$ cat config.mk
export PLATFORM = sky130hd
export DESIGN_NAME = bicubic_stream_packer
export DESIGN_NICKNAME = d
export VERILOG_FILES = /design/src/rtl/bicubic_stream_packer.sv
export SDC_FILE = /design/constraint.sdc
export NUM_CORES = 1
export LEC_CHECK = 0
export CORE_MARGIN = 2
export CORE_UTILIZATION = 55
export DETAILED_ROUTE_END_ITERATION = 8
export PLACE_DENSITY = 0.75
export SLEW_MARGIN = 20
export SYNTH_ARGS = -nofsm -noshare
export SYNTH_HDL_FRONTEND = slang
export SYNTH_SLANG_ARGS = --single-unit
$ cat constraint.sdc
create_clock -name clk -period 4.7 [get_ports clk]
set_input_delay 0.94 -clock clk [delete_from_list [all_inputs] [get_ports clk]]
set_output_delay 0.94 -clock clk [all_outputs]
set_load 0.02 [all_outputs]
$ cat src/rtl/bicubic_stream_packer.sv
// Packs limited bicubic output beats into an AXI4-Stream video stream with frame/line tags,
// a small FIFO, a registered output stage and a clock-enable throttle back to the pipeline.
module bicubic_stream_packer #(
    parameter int OUTPUT_WIDTH  = 3840,
    parameter int OUTPUT_HEIGHT = 2160,
    parameter int PIXEL_PER_CLK = 4,
    parameter int FIFO_DEPTH    = 16,
    parameter int SKID_SLOTS    = 8
) (
    input  logic                         clk,
    input  logic                         reset,
    input  logic                         frame_start,
    input  logic [PIXEL_PER_CLK*8-1:0]   pixel_in,
    input  logic                         pixel_valid,
    output logic                         pipe_clken,
    output logic [PIXEL_PER_CLK*8-1:0]   m_axis_tdata,
    output logic                         m_axis_tvalid,
    input  logic                         m_axis_tready,
    output logic                         m_axis_tuser,
    output logic                         m_axis_tlast,
    output logic                         frame_done,
    output logic                         overflow
);
    localparam int BPL = OUTPUT_WIDTH / PIXEL_PER_CLK;
    localparam int DW  = PIXEL_PER_CLK * 8;
    localparam int EW  = DW + 3;
    localparam int XW  = (BPL > 1) ? $clog2(BPL) : 1;
    localparam int YW  = (OUTPUT_HEIGHT > 1) ? $clog2(OUTPUT_HEIGHT) : 1;
    localparam int AW  = (FIFO_DEPTH > 1) ? $clog2(FIFO_DEPTH) : 1;
    localparam int CW  = $clog2(FIFO_DEPTH + 1);
    localparam logic [XW-1:0] X_LAST  = XW'(BPL - 1);
    localparam logic [YW-1:0] Y_LAST  = YW'(OUTPUT_HEIGHT - 1);
    localparam logic [CW-1:0] DEPTH_C = CW'(FIFO_DEPTH);

    generate
        if (OUTPUT_WIDTH % PIXEL_PER_CLK != 0) begin : g_bad_bpl
            $error("OUTPUT_WIDTH must be a multiple of PIXEL_PER_CLK");
        end
        if (FIFO_DEPTH < 2 || (FIFO_DEPTH & (FIFO_DEPTH - 1)) != 0) begin : g_bad_depth
            $error("FIFO_DEPTH must be a power of 2 and at least 2");
        end
    endgenerate

    logic [XW-1:0] x_cnt_reg, x_cnt_next, x_eff;
    logic [YW-1:0] y_cnt_reg, y_cnt_next, y_eff;
    logic          tag_user, tag_last, tag_eof;
    logic [EW-1:0] wr_entry;

    logic [EW-1:0] mem [FIFO_DEPTH];
    logic [AW-1:0] wr_ptr_reg, rd_ptr_reg, rd_ptr_next;
    logic [CW-1:0] count_reg, count_next;
    logic          push, pop;
    logic [EW-1:0] head_next;

    logic [EW-1:0] out_entry_reg;
    logic          out_valid_reg;
    logic          frame_done_reg;
    logic          overflow_reg;
    logic          pipe_clken_reg;

    // frame_start forces this cycle's beat to (0,0); counting resumes from there
    always_comb begin
        x_eff      = frame_start ? '0 : x_cnt_reg;
        y_eff      = frame_start ? '0 : y_cnt_reg;
        x_cnt_next = x_eff;
        y_cnt_next = y_eff;
        if (pixel_valid) begin
            if (x_eff == X_LAST) begin
                x_cnt_next = '0;
                y_cnt_next = (y_eff == Y_LAST) ? '0 : y_eff + 1'b1;
            end else begin
                x_cnt_next = x_eff + 1'b1;
            end
        end
    end

    assign tag_user = (x_eff == '0) && (y_eff == '0);
    assign tag_last = (x_eff == X_LAST);
    assign tag_eof  = tag_last && (y_eff == Y_LAST);
    assign wr_entry = {tag_eof, tag_last, tag_user, pixel_in};

    // The head entry stays in memory until popped; the output register mirrors it
    assign pop         = out_valid_reg && m_axis_tready;
    assign push        = pixel_valid && ((count_reg < DEPTH_C) || pop);
    assign rd_ptr_next = rd_ptr_reg + AW'(pop);

    always_comb begin
        count_next = count_reg;
        case ({push, pop})
            2'b10:   count_next = count_reg + 1'b1;
            2'b01:   count_next = count_reg - 1'b1;
            default: count_next = count_reg;
        endcase
    end

    // Write-through when the beat being written becomes the new head (empty or draining to it)
    assign head_next = (push && (wr_ptr_reg == rd_ptr_next)) ? wr_entry : mem[rd_ptr_next];

    always_ff @(posedge clk) begin
        if (push) begin
            mem[wr_ptr_reg] <= wr_entry;
        end
    end

    always_ff @(posedge clk) begin
        if (reset) begin
            x_cnt_reg      <= '0;
            y_cnt_reg      <= '0;
            wr_ptr_reg     <= '0;
            rd_ptr_reg     <= '0;
            count_reg      <= '0;
            out_entry_reg  <= '0;
            out_valid_reg  <= 1'b0;
            frame_done_reg <= 1'b0;
            overflow_reg   <= 1'b0;
            pipe_clken_reg <= 1'b0;
        end else begin
            x_cnt_reg      <= x_cnt_next;
            y_cnt_reg      <= y_cnt_next;
            wr_ptr_reg     <= wr_ptr_reg + AW'(push);
            rd_ptr_reg     <= rd_ptr_next;
            count_reg      <= count_next;
            out_valid_reg  <= (count_next != '0);
            if (count_next != '0) begin
                out_entry_reg <= head_next;
            end
            frame_done_reg <= pop && out_entry_reg[EW-1];
            if (pixel_valid && !push) begin
                overflow_reg <= 1'b1;
            end
            pipe_clken_reg <= (FIFO_DEPTH - int'(count_next)) > SKID_SLOTS;
        end
    end

    assign m_axis_tdata  = out_entry_reg[DW-1:0];
    assign m_axis_tuser  = out_entry_reg[DW];
    assign m_axis_tlast  = out_entry_reg[DW+1];
    assign m_axis_tvalid = out_valid_reg;
    assign frame_done    = frame_done_reg;
    assign overflow      = overflow_reg;
    assign pipe_clken    = pipe_clken_reg;
endmodule

* Word level (Yosys, flattened, before mapping) *
Memory sizes are Yosys's and may differ from the RTL's. A register that Yosys moved wholly into a read port is not among the register bits.
Cells that the tools add are included.
Widths: inputs -> output; s select.

word-level totals
  bits in registers = 39
  memory bits (writable) = 560
  input bits = 37
  logic and storage cells = 44
  memories = 1

memories
  memory  words  width  rd ports  clocked after memory_dff  wr ports  RTL line  source
  mem     16     35     1         1                         1         49        logic [EW-1:0] mem [FIFO_DEPTH];

operators by class
  add/sub/neg operators = 7
  magnitude comparators = 2
  eq/ne operators = 4
  muxes and demuxes = 10
  reductions and logical operators = 11

operators with widths
  kind                   count
  $mux 12                4
  $mux 10                3
  $add 12x1->12 const B  1
  $eq 12x12->1 const B   1
  $logic_not 12->1       1
  $add 10x1->10 const B  1
  $eq 10x10->1 const B   1
  $logic_not 10->1       1
  $pmux 5 s2             1
  $add 4x1->4            2
  $gt 6x5->1 const B     1
  $logic_and 1x1->1      6
  $sub 5x5->6 const A    1
  $add 5x1->5 const B    1
  $lt 5x5->1 const B     1
  $reduce_bool 5->1      1
  $sub 5x1->5 const B    1
  $eq 2x1->1 const B     1
  $eq 2x2->1 const B     1
  $mux 1                 2
  $logic_not 1->1        1
  $logic_or 1x1->1       1

* Logic depth before layout (Yosys ltp) *
Gate-level depths: netlist of the first run.

  depth after elaboration = 7
  depth in mapped cells = 14
  depth with buffers taken out = 12

* Worst setup path before layout of the first run *
No wires, ideal clock.

  path type = in2reg
  start point = input pixel_valid
  end point = memory mem[0][0] (netlist name) (enable)
  data arrival time = 4174 ps
  required time = 4229 ps
  slack = 55 ps
  stages = 4
  buffers on the path = 1
  cell sequence = clkbuf_1 -> nand2_1 -> or3_1 -> nor3_1

between the ends
  cells in the longest elaborated chain, start to end = 3

RTL lines
  element                       RTL line  source
  start: declaration            14        input logic pixel_valid,
  $logic_and 1x1->1             84        assign push = pixel_valid && ((count_reg < DEPTH_C) || pop);
  $mux 1                        100       if (push) begin
  $mux 1 (implied by the code)  101       mem[wr_ptr_reg] <= wr_entry;
  end: declaration              49

Every way passes these cells.

* Final worst setup path of the first run *
  start point = input m_axis_tready
  end point = register out_entry_reg[25] (read register of mem)

between the ends
  cells in the longest elaborated chain, start to end = 6

RTL lines
  element                                          RTL line  source
  start: declaration                               18        input logic m_axis_tready,
  $logic_and 1x1->1 (*)                            83        assign pop = out_valid_reg && m_axis_tready;
  $logic_or 1x1->1                                 84
  $logic_and 1x1->1                                84
  $eq 2x1->1 / $eq 2x2->1 (equally long branches)  89        case ({push, pop})
  $pmux 5 s2                                       89
  $reduce_bool 5->1                                124       if (count_next != '0) begin
  end: declaration                                 55        logic [EW-1:0] out_entry_reg;

Every way passes the cells marked *; elsewhere a longest branch is shown, timed or not.
A chain may end at the register's enable or synchronous reset.

==> flow_metrics.env, run 1 <==
export IMPL_status="finished, final reports clean"
export IMPL_ys_warn_count=0
export IMPL_yosys_area_top_type="edfxtp_1"
export IMPL_grt_max_degree=39
export IMPL_combPwrFrac_pct=24.0
export IMPL_vias_per_cell=6.28
export IMPL_synth_edf_count=560
export IMPL_diodes=0
export IMPL_p_int_uw=11100
export IMPL_drcViolationCount=0
export IMPL_p_switching_uw=4160
export IMPL_critPathKind="input port to register"
export IMPL_numCtsBuffers=61
export IMPL_synth_area_leaders="edfxtp_1 67%, mux4_2 16%, dfxtp_1 5.9%"
export IMPL_pwr_share_seq_pct=43.2
export IMPL_core_mm2=0.0452
export IMPL_fin_nets=1374
export IMPL_grt_pass1_wl_mm=82.2
export IMPL_die_h_um=218
export IMPL_syn_to_final_growth_pct=15.1
export IMPL_postCtsHoldBufs=0
export IMPL_start_util_pct=55.5
export IMPL_slew_headroom_pct=45.5
export IMPL_post_route_cell_area_mm2=0.0289
export IMPL_critPathArrivalTime_ns=4.23
export IMPL_totalWireLength_mm=55.1
export IMPL_p_per_area_mw_per_mm2=529
export IMPL_hold_class="register to register"
export IMPL_clock_sinks=634
export IMPL_max_stage_delay_ns=0.60
export IMPL_path_max_fanout=20
export IMPL_power_total_uw=15300
export IMPL_synthesis_area_mm2=0.0251
export IMPL_finalSetupViolations=0
export IMPL_grt_pass1_vias=12800
export IMPL_post_route_min_period_ns=3.74
export IMPL_postLayoutSetupSlackWorst_ns=0.961
export IMPL_layout_common_cells="560 x edfxtp_1, 175 x mux4_2, 74 x dfxtp_1, 74 x clkdlybuf4s50_1, 61 x clkbuf_16"
export IMPL_drt_pass1_iter_count=5
export IMPL_hold_violations=0
export IMPL_ant_nets=0
export IMPL_finalClockSkew_ns=0.0245
export IMPL_post_cts_buffers=0
export IMPL_cpMaxStageDelayCell="nor4_1"
export IMPL_clkPwrFrac_pct=32.8
export IMPL_finalSetupTns_ns=0
export IMPL_syn_num_nets=1286
export IMPL_htreeDepth=2
export IMPL_routabilityCongestion=0.795
export IMPL_end_kind="register"
export IMPL_num_vias=12400
export IMPL_port_buffer_count=74
export IMPL_rsz0062_at_grt="false"
export IMPL_postSynthCellCount=1237
export IMPL_antenna_found_initial=0
export IMPL_async_flop_share_pct=0
export IMPL_dpl_cell_area_mm2=0.0268
export IMPL_clkSlewWorstSetupHoldPaths_ns=0.06
export IMPL_hpwl_mm=29.4
export IMPL_io_pins=75
export IMPL_ys_types=57
export IMPL_crit_top_cell="nand2_1"
export IMPL_gr_total_overflow=0
export IMPL_die_w_um=218
export IMPL_drt_iter0_markers=1133
export IMPL_detail_route_wl_per_cell_um=27.9
export IMPL_cap_violations=0
export IMPL_ir_drop_uv=450
export IMPL_root_buffer="clkbuf_16"
export IMPL_worstMarginPinSlew_ns=0.814
export IMPL_fmax_mhz=267
export IMPL_ys_flop_type="edfxtp_1"
export IMPL_final_common_cell="edfxtp_1"
export IMPL_ctsResizeCount=0
export IMPL_grtUsageTotal_pct=23.9
export IMPL_tritoncts="yes"
export IMPL_clkLatencyLatePin_ns=0.63
export IMPL_slew_violations=0
export IMPL_clock_path_buffers=3
export IMPL_min_period_over_period_pct=79.6
export IMPL_critPathRequiredTime_ns=5.19
export IMPL_design_die_area_mm2=0.0473
export IMPL_p_leak_uw=0.00933
export IMPL_switching_share_pct=27.2
export IMPL_rows=78
export IMPL_post_synth_cell_area_avg_um2=20.3
export IMPL_ys_ff_latch=634
export IMPL_synth_seq_area_share_pct=72.9
export IMPL_startpoint_type="input port"
export IMPL_crit_chain="clkdlybuf4s50_1 -> nand2_1 -> nand2_1 -> nand2_1 -> ha_1 -> xor2_1 -> ha_1 -> o21ai_1 -> and4b_1 -> nor4_1 -> o221ai_4 -> buf_4 -> o31ai_1 -> a21oi_1"
export IMPL_drive_above_1_share_pct=25.7
export IMPL_pre_cts_slack_ns=0.432
export IMPL_synth_top_area_share_pct=67.0
export IMPL_largest_reg_flops=560
-- critical path: cells and delay by family --
family | cells | cell delay (ns)
compound gates | 4 | 0.63
simple gates | 5 | 1.15
xor+xnor | 1 | 0.19
buf+inv | 2 | 0.73
fa+ha+maj | 2 | 0.56
-- power by group through the flow --
stage,sequential [µW],clock (µW),combinational [µW]
2_1_floorplan,6630,0,2680
3_3_place_gp,6710,0,3620
3_5_place_dp,6710,0,3680
4_1_cts,6600,5080,3720
5_1_grt,6620,5290,3900
6_report,6600,5010,3680
-- layout make-up --
class                      count  area (µm²)
clock inverter                35         392
sequential                   634       18300
multi-input combinational    495        6380
timing repair buffer         124        1370
inverter                       9        33.8
fill                        2925       16300
tap                          600         751
clock buffer                  79        1660
-- per-layer routing --
layer / track usage (%) / vias up / part of all wire [%]
met2: 39.7 / 510 / 51
met3: 3.72 / 103 / 6.9
met5: 0 / - / 0
li1: - / 5248 / -
met4: 8.17 / 0 / 3.0
met1: 32.7 / 6540 / 39
-- cells by family (layout without fill, tap and decap cells) --
group,after synthesis,after routing,synth area share [%]
AO/OA/AOI/OAI,98,98,2.57
XOR/XNOR,27,27,0.973
adder cells (fa/ha/maj),12,12,0.599
buffers and inverters,108,247,2.40
flip-flops,634,634,72.9
multiplexers,213,213,17.2
AND/OR/NAND/NOR,145,145,3.28
-- Yosys cell counts (2+ instances only) --
master and n:
edfxtp_1 560, mux4_2 175, dfxtp_1 74, nor2_1 46
buf_4 41, a21oi_1 40, mux2i_1 38, o31ai_1 36
clkbuf_1 29, buf_2 23, nand2_1 15, xor2_1 14
ha_1 12, nand2b_1 12, xnor2_1 12, nor2b_1 10
inv_1 9, nand3_1 8, nor3_1 8, and3_1 7
nor4_1 7, nand4_1 6, buf_1 4, nor3b_1 3
o21a_1 3, o21ai_0 3, or3_1 3, a41oi_1 2
and2_1 2, and4b_1 2, buf_6 2, nand4_4 2
o2111ai_1 2, o21ai_1 2, or2b_1 2, or4_4 2
-- path summary, 6_finish.rpt --
| kind | slack (ns) | depth (start not counted) | endpoint | from |
|---|---|---|---|---|
| setup / recovery | 0.96 | 14 | out_entry_reg[25] | m_axis_tready |
| hold / removal | 0.47 | 2 | overflow | overflow |
| setup reg to reg | 1.40 | 13 | out_entry_reg[25] | m_axis_tvalid |
| hold reg to reg | 0.47 | 2 | overflow | overflow |
-- stage by stage --
step / hold WS (ns) / std cells / utilization [%]
global placement: 0.457 / 1862 / 59.4
finish: 0.474 / 1976 / 63.9
global route: 0.515 / 1976 / 63.9
detailed placement: 0.472 / 1862 / 59.4
floorplan: 0.453 / 1237 / -
CTS: 0.485 / 1976 / 63.9
(Power assumes the default switching activity.)
==> inputs of run 2 (changes only) <==
--- a/config.mk
+++ b/config.mk
@@ -6,9 +6,9 @@
 export NUM_CORES = 1
 export LEC_CHECK = 0
 export CORE_MARGIN = 2
-export CORE_UTILIZATION = 55
+export CORE_UTILIZATION = 61
 export DETAILED_ROUTE_END_ITERATION = 8
-export PLACE_DENSITY = 0.75
+export PLACE_DENSITY = 0.79
 export SLEW_MARGIN = 20
 export SYNTH_ARGS = -nofsm -noshare
 export SYNTH_HDL_FRONTEND = slang
==> constraint.sdc (replaced) <==
create_clock -name clk -period 3.45 [get_ports clk]
set_input_delay 0.69 -clock clk [delete_from_list [all_inputs] [get_ports clk]]
set_output_delay 0.69 -clock clk [all_outputs]
set_load 0.02 [all_outputs]
==> run 2 against run 1 <==
Cell count decreased by 0.51%. Clock-buffer cell count down 9. Worst setup slack lost 0.60 ns. Clock skew shrank 0.0052 ns. Core utilization increased by 8.6 points. Critical path type unchanged. Largest cell class unchanged. Highest routed layer unchanged.
==> flow_metrics.env, run 2 (synthesis gave the netlist of run 1 again) <==
export IMPL_post_cts_buffers=0
export IMPL_numCtsBuffers=60
export IMPL_fillerInstances=2326
export IMPL_io_pins=75
export IMPL_fmax_mhz=323
export IMPL_design_die_area_mm2=0.0428
export IMPL_grt_pass1_vias=13200
export IMPL_r2r_setup_slack_ns=0.55
export IMPL_totalWireLength_mm=57.3
export IMPL_port_buffer_count=74
export IMPL_rows=74
export IMPL_syn_to_final_growth_pct=17.8
export IMPL_drt_pass1_iter_count=5
export IMPL_pre_cts_slack_ns=-0.242
export IMPL_startpoint_type="input port"
export IMPL_grt_max_degree=36
export IMPL_path_max_fanout=14
export IMPL_drt_iter0_markers=1525
export IMPL_final_common_cell="edfxtp_1"
export IMPL_dpl_cell_area_mm2=0.0275
export IMPL_clkLatencyLatePin_ns=0.63
export IMPL_drcViolationCount=0
export IMPL_finalSetupViolations=0
export IMPL_htreeDepth=2
export IMPL_post_route_cell_area_mm2=0.0295
export IMPL_core_mm2=0.0407
export IMPL_postCtsHoldBufs=0
export IMPL_hp_start="overflow"
export IMPL_clkSlewWorstSetupHoldPaths_ns=0.06
export IMPL_hold_violations=0
export IMPL_grt_pass1_wl_mm=84.9
export IMPL_p_per_area_mw_per_mm2=725
export IMPL_layout_common_cells="560 x edfxtp_1, 175 x mux4_2, 74 x dfxtp_1, 74 x clkdlybuf4s50_1, 60 x clkbuf_16"
export IMPL_end_kind="register"
export IMPL_die_h_um=207
export IMPL_min_period_over_period_pct=89.7
export IMPL_p_int_uw=15600
export IMPL_cap_violations=0
export IMPL_finalSetupTns_ns=0
export IMPL_clock_sinks=634
export IMPL_critPathArrivalTime_ns=3.60
export IMPL_die_w_um=207
export IMPL_hpwl_mm=31.3
export IMPL_detail_route_wl_per_cell_um=29.2
export IMPL_critPathRequiredTime_ns=3.95
export IMPL_hold_end="overflow"
export IMPL_hold_depth=2
export IMPL_status="finished, final reports clean"
export IMPL_clkPwrFrac_pct=31.2
export IMPL_start_util_pct=61.6
export IMPL_post_route_min_period_ns=3.09
export IMPL_critPathKind="input port to register"
export IMPL_num_vias=12800
export IMPL_pwr_share_seq_pct=41.8
export IMPL_p_switching_uw=5850
export IMPL_combPwrFrac_pct=27.1
export IMPL_antenna_found_initial=1
export IMPL_vias_per_cell=6.51
export IMPL_rsz0062_at_grt="false"
export IMPL_slew_violations=0
export IMPL_switching_share_pct=27.3
export IMPL_postLayoutSetupSlackWorst_ns=0.356
export IMPL_finalClockSkew_ns=0.0193
export IMPL_clock_path_buffers=3
export IMPL_ir_drop_uv=575
export IMPL_ctsResizeCount=0
export IMPL_r2r_end="out_entry_reg[12]"
export IMPL_power_total_uw=21400
export IMPL_r2r_start="m_axis_tvalid"
export IMPL_routabilityCongestion=0.802
export IMPL_grtUsageTotal_pct=28.0
export IMPL_fin_nets=1429
export IMPL_drive_above_1_share_pct=28.4
export IMPL_gr_total_overflow=0
export IMPL_slew_headroom_pct=57.0
export IMPL_tritoncts="yes"
export IMPL_p_leak_uw=0.00969
export IMPL_worstMarginPinSlew_ns=0.643
export IMPL_r2r_cells=13
export IMPL_root_buffer="clkbuf_16"
export IMPL_hold_slack_ns=0.475
export IMPL_hold_class="register to register"
export IMPL_largest_reg_flops=560
export IMPL_ant_nets=0
==> run 2: cell count changes in the layout (fill, tap and decap cells not counted), sizes merged <==
cell | previous run | this run
clkbuf | 79 | 70
buf | 50 | 106
diode | 0 | 2
clkinv | 22 | 31
==> run 2: worst max path at each step <==
stage	from	endpoint	slack [ns]	cells after the start
6_report	m_axis_tready	out_entry_reg[12]	0.36	14
5_1_grt	m_axis_tready	out_entry_reg[12]	0.15	14
4_1_cts	m_axis_tready	out_entry_reg[12]	0.39	14
3_5_place_dp	m_axis_tready	out_entry_reg[12]	-0.24	14
3_3_place_gp	m_axis_tready	out_entry_reg[19]	-0.05	14
2_1_floorplan	pixel_valid	mem[12][0]	-0.007	4
==> run 2: worst max-delay path: stages <==
cell and delay, ns:
clkdlybuf4s50_1 0.45, nand2_1 0.08, inv_1 0.19, ha_1 0.27, xor2_1 0.17, ha_1 0.21, o21ai_1 0.07, and4b_1 0.20
nor4_1 0.33, buf_4 0.20, o221ai_4 0.14, buf_12 0.20, o31ai_1 0.29, a21oi_1 0.09
==> run 2: cell type report <==
class | instances | area (µm²) | area share [%]
inverters | 9 | 33.8 | 0.114
clock buffers | 70 | 1580 | 5.34
multi-input cells | 495 | 6400 | 21.7
clock inverters | 44 | 442 | 1.49
well taps | 532 | 666 | 2.25
diodes | 2 | 5.00 | 0.0169
repair buffers | 180 | 2120 | 7.19
flip-flops and latches | 634 | 18300 | 61.9
==> run 2: routing by layer <==
layer	vias to the layer above	share of wire [%]	routed length (µm)	track usage, %
li1	5352	-	-	-
met1	6553	36	20800	37.9
met2	759	51	29000	46.0
met3	126	9.8	5620	5.76
met4	0	3.3	1900	9.93
met5	-	0	0	0
==> run 2: power by group through the flow <==
stage               logic (µW)  clock network [µW]  registers [µW]
finish                    5800                6680            8950
global route              6110                7050            8980
CTS                       5840                6750            8950
detailed placement        5730                   0            9100
global placement          5600                   0            9090
floorplan                 3650                   0            9030
==> run 2: per-stage QoR <==
step                std cells  util [%]
floorplan                1237         -
global placement         1850      67.6
detailed placement       1850      67.6
CTS                      1964      72.5
global route             1965      72.5
finish                   1966      72.5
==> inputs of run 3 (changes only) <==
==> constraint.sdc (replaced) <==
create_clock -name clk -period 3.45 [get_ports clk]
set_input_delay 0.69 -clock clk [delete_from_list [all_inputs] [get_ports clk]]
set_output_delay 0.69 -clock clk [all_outputs]
set_load 0.005 [all_outputs]
==> results of run 3 <==
Same layout as run 2 (identical final DEF). Status: finished, final reports clean.
Among the figures that moved: total power 21400 µW -> 21200 µW
